### config.mk
export PLATFORM = sky130hd
export DESIGN_NAME = instruction_fetch
export DESIGN_NICKNAME = d
export VERILOG_FILES = /design/src/rtl/instruction_fetch.sv
export SDC_FILE = /design/constraint.sdc
export NUM_CORES = 1
export LEC_CHECK = 0
export BUFFER_PORTS_ARGS = -buffer_cell sky130_fd_sc_hd__buf_2
export CAP_MARGIN = 20
export CELL_PAD_IN_SITES_DETAIL_PLACEMENT = 1
export CELL_PAD_IN_SITES_GLOBAL_PLACEMENT = 1
export CORE_MARGIN = 10
export CORE_UTILIZATION = 43
export DETAILED_ROUTE_END_ITERATION = 10
export GPL_ROUTABILITY_DRIVEN = 1
export PLACE_DENSITY = 0.9
export SLEW_MARGIN = 15
export SYNTH_ARGS = -nofsm -noshare
export SYNTH_HDL_FRONTEND = slang
export SYNTH_SLANG_ARGS = --single-unit
### constraint.sdc
create_clock -name clk -period 6.5 [get_ports clk]
set_input_delay 1.3 -clock clk [delete_from_list [all_inputs] [get_ports clk]]
set_output_delay 1.3 -clock clk [all_outputs]
set_load 0.01 [all_outputs]
### src/rtl/instruction_fetch.sv
// RV32E fetch stage: owns the PC, reads the combinational program ROM and
// buffers up to two instructions for decode behind a valid/ready handshake.
module instruction_fetch #(
  parameter logic [31:0] RESET_PC  = 32'h0000_0000,
  parameter int          ROM_WORDS = 100
) (
  input  logic        clk,
  input  logic        rst_n,
  output logic [31:0] rom_addr,
  input  logic [31:0] rom_data,
  input  logic        redirect_valid,
  input  logic [31:0] redirect_pc,
  output logic        id_valid,
  input  logic        id_ready,
  output logic [31:0] id_instr,
  output logic [31:0] id_pc,
  output logic        id_fault,
  output logic        misalign_err
);

  localparam logic [31:0] ROM_LIMIT = 32'(ROM_WORDS * 4);
  localparam logic [31:0] NOP       = 32'h0000_0013;

  logic [31:0] fetch_pc;
  logic [31:0] buf_pc    [2];
  logic [31:0] buf_instr [2];
  logic        buf_fault [2];
  logic        head;
  logic [1:0]  count;

  logic        pop;
  logic        push;
  logic        tail;
  logic        fetch_fault;
  logic [31:0] fetch_word;

  assign rom_addr    = fetch_pc;
  assign id_valid    = (count != 2'd0);
  assign pop         = id_valid && id_ready;
  assign push        = !redirect_valid && ((count < 2'd2) || pop);
  // With two slots, head+count mod 2 reduces to an XOR with count's LSB.
  assign tail        = head ^ count[0];
  assign fetch_fault = (fetch_pc >= ROM_LIMIT);
  assign fetch_word  = fetch_fault ? NOP : rom_data;

  assign id_instr = id_valid ? buf_instr[head] : NOP;
  assign id_pc    = id_valid ? buf_pc[head]    : RESET_PC;
  assign id_fault = id_valid ? buf_fault[head] : 1'b0;

  always_ff @(posedge clk) begin
    if (push) begin
      buf_pc[tail]    <= fetch_pc;
      buf_instr[tail] <= fetch_word;
      buf_fault[tail] <= fetch_fault;
    end
  end

  always_ff @(posedge clk or negedge rst_n) begin
    if (!rst_n) begin
      fetch_pc     <= RESET_PC;
      head         <= 1'b0;
      count        <= 2'd0;
      misalign_err <= 1'b0;
    end else begin
      misalign_err <= redirect_valid && (|redirect_pc[1:0]);
      if (redirect_valid) begin
        // Flush wins over any push; a same-cycle pop is already owned by decode.
        fetch_pc <= {redirect_pc[31:2], 2'b00};
        count    <= 2'd0;
        head     <= 1'b0;
      end else begin
        if (push)
          fetch_pc <= fetch_pc + 32'd4;
        if (pop)
          head <= ~head;
        if (push && !pop)
          count <= count + 2'd1;
        else if (pop && !push)
          count <= count - 2'd1;
      end
    end
  end

endmodule

=== After elaboration in Yosys (flattened, before gate mapping) ===
Memory sizes are Yosys's and may differ from the RTL's.
Index checks and enable logic that the tools add are counted.

* Register bits: 36
* Latch bits: 0
* Bits in writable memories: 130
* Bits in read-only memories: 0
* Output and inout port bits: 99
* Logic and storage cells: 41
* Memories: 3

{| class="wikitable"
|+ Memories
! name !! words !! width !! read ports !! clocked after memory_dff !! wr ports !! RTL line !! text
|-
| buf_instr || 2 || 32 || 1 || 0 || 1 || 26 || <nowiki>logic [31:0] buf_instr [2];</nowiki>
|-
| buf_pc || 2 || 32 || 1 || 0 || 1 || 25 || <nowiki>logic [31:0] buf_pc [2];</nowiki>
|-
| buf_fault || 2 || 1 || 1 || 0 || 1 || 27 || <nowiki>logic buf_fault [2];</nowiki>
|}

* Add/subtract/negate cells: 3
* Multiply operators: 0
* Divide/modulo/power cells: 0
* Magnitude comparators: 2
* Eq/ne operators: 0
* Shift operators: 0
* Muxes and demuxes: 13
* Bitwise gates (word level): 2
* Reduce and logical (&&, ||, !) cells: 14

{| class="wikitable"
|+ Operator list
! cell !! count
|-
| 2-to-1 mux 32 bit || 5
|-
| adder 32 x 3 -> 32 bit (second input constant) || 1
|-
| >= comparator 32 x 9 -> 1 bit (second input constant) || 1
|-
| 2-to-1 mux 2 bit || 3
|-
| nonzero test 2 bit || 3
|-
| logical AND 1 bit || 5
|-
| 2-to-1 mux 1 bit || 5
|-
| logical NOT 1 bit || 3
|-
| nonzero test 3 bit || 1
|-
| adder 2 x 1 -> 2 bit (second input constant) || 1
|-
| < comparator 2 bit (second input constant) || 1
|-
| OR reduction 2 bit || 1
|-
| subtractor 2 x 1 -> 2 bit (second input constant) || 1
|-
| logical OR 1 bit || 1
|-
| inverter 1 bit || 1
|-
| XOR 1 bit || 1
|}

=== Logic depth before layout (Yosys ltp) ===
* Depth after elaboration: 9
* Gate-level depth with buffers: 7
* Mapped depth without buffers: 6

=== Worst setup path before layout ===
Ideal clock, no wire load.

* Path kind: input -> register
* From: input redirect_valid
* To: memory buf_fault[0], enable pin
* Library setup time: 561 ps
* Arrival time: 5,944 ps
* Data required time: 5,939 ps
* Path slack: -5 ps
* Cell stages on the path: 3
* Path through: clkbuf_1 -> buf_6 -> nor3_1

* Cells in the longest elaborated chain, start to end: 4

{| class="wikitable"
|+ Ends and longest elaborated chain
! element !! RTL line !! text
|-
| from (decl) || 11 || <nowiki>input logic redirect_valid,</nowiki>
|-
| logical NOT 1 bit || 40 || <nowiki>assign push = !redirect_valid && ((count < 2'd2) || pop);</nowiki>
|-
| logical AND 1 bit || 40 ||
|-
| 2-to-1 mux 1 bit || 51 || <nowiki>if (push) begin</nowiki>
|-
| 2-to-1 mux 1 bit (not written as such) || 54 || <nowiki>buf_fault[tail] <= fetch_fault;</nowiki>
|-
| to (decl) || 27 ||
|}

Every way passes these cells.

=== Final worst setup path ===
* From: input redirect_valid
* To: memory buf_pc[0][9], enable pin

* Cells in the longest elaborated chain, start to end: 4

{| class="wikitable"
|+ Ends and longest elaborated chain
! element !! RTL line !! text
|-
| logical NOT 1 bit || 40 ||
|-
| logical AND 1 bit || 40 ||
|-
| 2-to-1 mux 1 bit || 51 ||
|-
| 2-to-1 mux 1 bit (not written as such) || 52 || <nowiki>buf_pc[tail] <= fetch_pc;</nowiki>
|-
| to (decl) || 25 ||
|}

Every way passes these cells.

==> out/results.txt <==
Status = completed
RSZ-0062 raised after global routing = false
Final number of max-transition violations = 0
Post-synthesis cell count = 535
CTS Hold Bufs = 0
DP HPWL = 13.30 mm
Crit-path cells = buf_2 > nor3_4 > buf_4
Placed insts = 889
Logic pwr share = 14.1%
Final ANT Viol Nets = 0
# port buffers = 162
Boundary Pins = 167
Syn Area/Cell = 12.94 um2
Critical path required time = 6.55 ns
Fin cells = 922
R2R Setup Slk = 3.75 ns
Worst-margin pin slew = 1.046 ns
Sw Share = 26.09%
Maximum clock insertion buffer count = 2
Initial core utilization = 43.73%
Die area = 21,570 um2
First-pass GRT wire length = 29.76 mm
Final setup viols = 0
Worst Hold Path EP = buf_pc[0][2]$_DFFE_PP_
Minimum clock period = 3.354 ns
Area after DPL = 7923 um2
Gr ovfl total = 0
Total track usage = 17.43%
Top delay family on crit path = buffers and inverters
CTS resizes = 0
Max VDD drop = 0.1876 mV
Power Internal = 1.901 mW
Inserted Clock Buffers = 17
Startpoint Class = primary input
Final Wtd Congestion = 0.8150
WHS Path Cells = 0
Routed WL = 18.71 mm
Die height = 146.9 um
Max FO, Critical Path = 67
Hold Path Class = flip-flop to flip-flop
Post-Syn Area = 6922 um2
Clk_skew = 0.007243 ns
Area of the core = 15,830 um2
Final #Nets = 763
Sequential fraction of the synthesis area = 66.96%
R2r worst-path depth = 3
Setup TNS = 0 ns
Post-layout util = 53.61%
# diodes = 0
Fmax = 0.2981 GHz
H-tree levels = 4
Final Hold Viols = 0
Vias per std cell = 5.191
Routed len/inst = 20.30 um
Part of the power in the clock network = 35.5%
Crit Reg-Reg Endpoint = buf_pc[0][9]$_DFFE_PP_
Clk root buf = clkbuf_16
Leakage = 3.298 nW
Dpl ws = 2.651 ns
CP Class = primary input to flip-flop
Setup crit end kind = flip-flop
First-pass DRT Iterations = 4
Synth Flop Type = edfxtp_1
Flop pwr share = 50.4%
Ys Warns = 0
Hold path startpoint = rom_addr[2]$_DFFE_PN0N_
Largest net degree at the start of global routing = 68
Number of synthesized flops with an enable pin = 126
PnR worst setup slack = 3.146 ns
Max incr delay on CP = 0.97 ns
Clock sink total = 160
Vias = 4,786
Flops & latches, synth = 160
Max-slew headroom = 30.28%
Std-Cell Rows = 46
Vias in the first global route = 5,302
Worst R2R Start = head$_DFFE_PN0P_
Critical path arrival = 3.41 ns
Post-CTS Setup Bufs = 0
DRC viols = 0
Layout cell share with drive strength beyond 1 = 28.75%
Clock slew at reported path FFs = 0.06 ns
Power Dens Cells = 303.2 nW/um2
Crit-path slowest cell = nor3_4
Net Switching = 671.3 uW
Worst-skew pair later-pin latency = 0.42 ns
Finished Cell Area = 8486 um2
Max-cap violations = 0
Period utilization = 51.61%
CTS tree = done
Post-synth cell types = 36
Area Overhead vs Synth = 22.60%
Iteration-0 DRC Markers = 279
Die width = 146.9 um
Worst path bufs/invs = 2
Initial antenna violation count = 0
Ys async rst share = 21.25%
## Yosys cell counts, types with 2 or more instances
library cell / n / area [um2]
nand2_1: 47 / 176.4
clkbuf_1: 20 / 75.07
or4_4: 2 / 22.52
inv_1: 6 / 22.52
buf_4: 5 / 37.54
or3_1: 4 / 25.02
o21ai_0: 29 / 145.1
buf_1: 3 / 11.26
xor2_1: 13 / 113.9
nor2b_1: 3 / 18.77
dfrtp_1: 34 / 850.8
edfxtp_1: 126 / 3784
nand3_1: 13 / 65.06
or4_1: 3 / 22.52
nor2_1: 68 / 255.2
and4_1: 2 / 17.52
mux2i_1: 64 / 640.6
and2_1: 31 / 193.9
xnor2_1: 16 / 140.1
a21oi_1: 2 / 10.01
ha_1: 2 / 25.02
nor3_1: 10 / 50.05
nor4_1: 12 / 75.07
nand4_1: 8 / 50.05
## per-stage QoR
| step | hold WS (ns) | power [mW] |
|---|---|---|
| global placement | 0.5606 | 1.662 |
| detailed placement | 0.5626 | 1.687 |
| finish | 0.5551 | 2.573 |
| CTS | 0.5787 | 2.600 |
| global route | 0.5946 | 2.688 |
| floorplan | 0.5266 | 1.508 |
## power groups by stage
stage,Clock (mW),Combinational (mW),Sequential (mW)
finish,0.912,0.364,1.30
floorplan,0,0.212,1.30
CTS,0.929,0.355,1.32
global placement,0,0.338,1.32
detailed placement,0,0.351,1.34
global route,0.973,0.404,1.31
## placed cells by master, fill, tap and decap left out, drive strengths merged, types with 2 or more instances in the layout
cell,instances
buf,166
edfxtp,126
nor2,68
mux2i,64
nand2,47
dfrtp,34
and2,31
o21ai,29
clkbuf,24
xnor2,16
nand3,14
xor2,13
nor4,12
nor3,10
nand4,8
clkinv,7
inv,6
or4,5
or3,4
conb,4
nor2b,3
a21oi,2
and4,2
ha,2
and3,2
## worst max path at each step
stage / startpoint / endpoint / slack (ns) / cells after the start
after floorplan: redirect_valid / buf_fault[0]$_DFFE_PP_ / 1.91 / 3
after global placement: redirect_valid / buf_pc[0][7]$_DFFE_PP_ / 2.82 / 3
after detailed placement: redirect_valid / buf_pc[0][10]$_DFFE_PP_ / 2.65 / 3
after CTS: head$_DFFE_PN0P_ / id_pc[6] / 2.96 / 3
after global routing: redirect_valid / buf_instr[0][23]$_DFFE_PP_ / 2.93 / 3
final: redirect_valid / buf_pc[0][9]$_DFFE_PP_ / 3.15 / 3
## final cells by class
type,instances,area [um2]
clock buffers,24,471.7
clock inverters,8,63.81
fillers,1684,7342
inverters,6,22.52
multi-input cells,342,2158
flip-flops and latches,160,4638
well taps,216,270.3
repair buffers,166,860.8
## registers in the layout, indices dropped and copies added, names as in the netlist
name	count
misalign_err	1
buf_pc	60
count	2
buf_fault	2
buf_instr	64
rom_addr	30
head	1
## routing by layer
layer | track usage [%] | share of wire, %
met1 | 20.52 | 42
met2 | 29.35 | 50
met3 | 5.221 | 5.9
met4 | 6.657 | 2.1
met5 | 0 | 0
## cell families (layout without fill, tap and decap cells)
| kind of cell | after synthesis | after routing | synth area share [%] |
|---|---|---|---|
| AOI/OAI and AO/OA | 33 | 33 | 2.459 |
| xor gates and xnor gates | 29 | 29 | 3.670 |
| adders and majority gates | 2 | 2 | 0.3615 |
| buffers and inverters | 36 | 204 | 2.350 |
| DFF | 160 | 160 | 66.96 |
| muxes | 65 | 65 | 9.418 |
| other | 1 | 4 | 0.05418 |
| and+or+nand+nor | 209 | 209 | 14.73 |
## worst register-to-register path, delay by kind of cell (launching register included)
kind / cells / cell delay [ns]
DFF: 1 / 0.62
buffers and inverters: 1 / 0.65
xor gates and xnor gates: 1 / 0.23
and+or+nand+nor: 1 / 0.84
(Power assumes the default switching activity.)
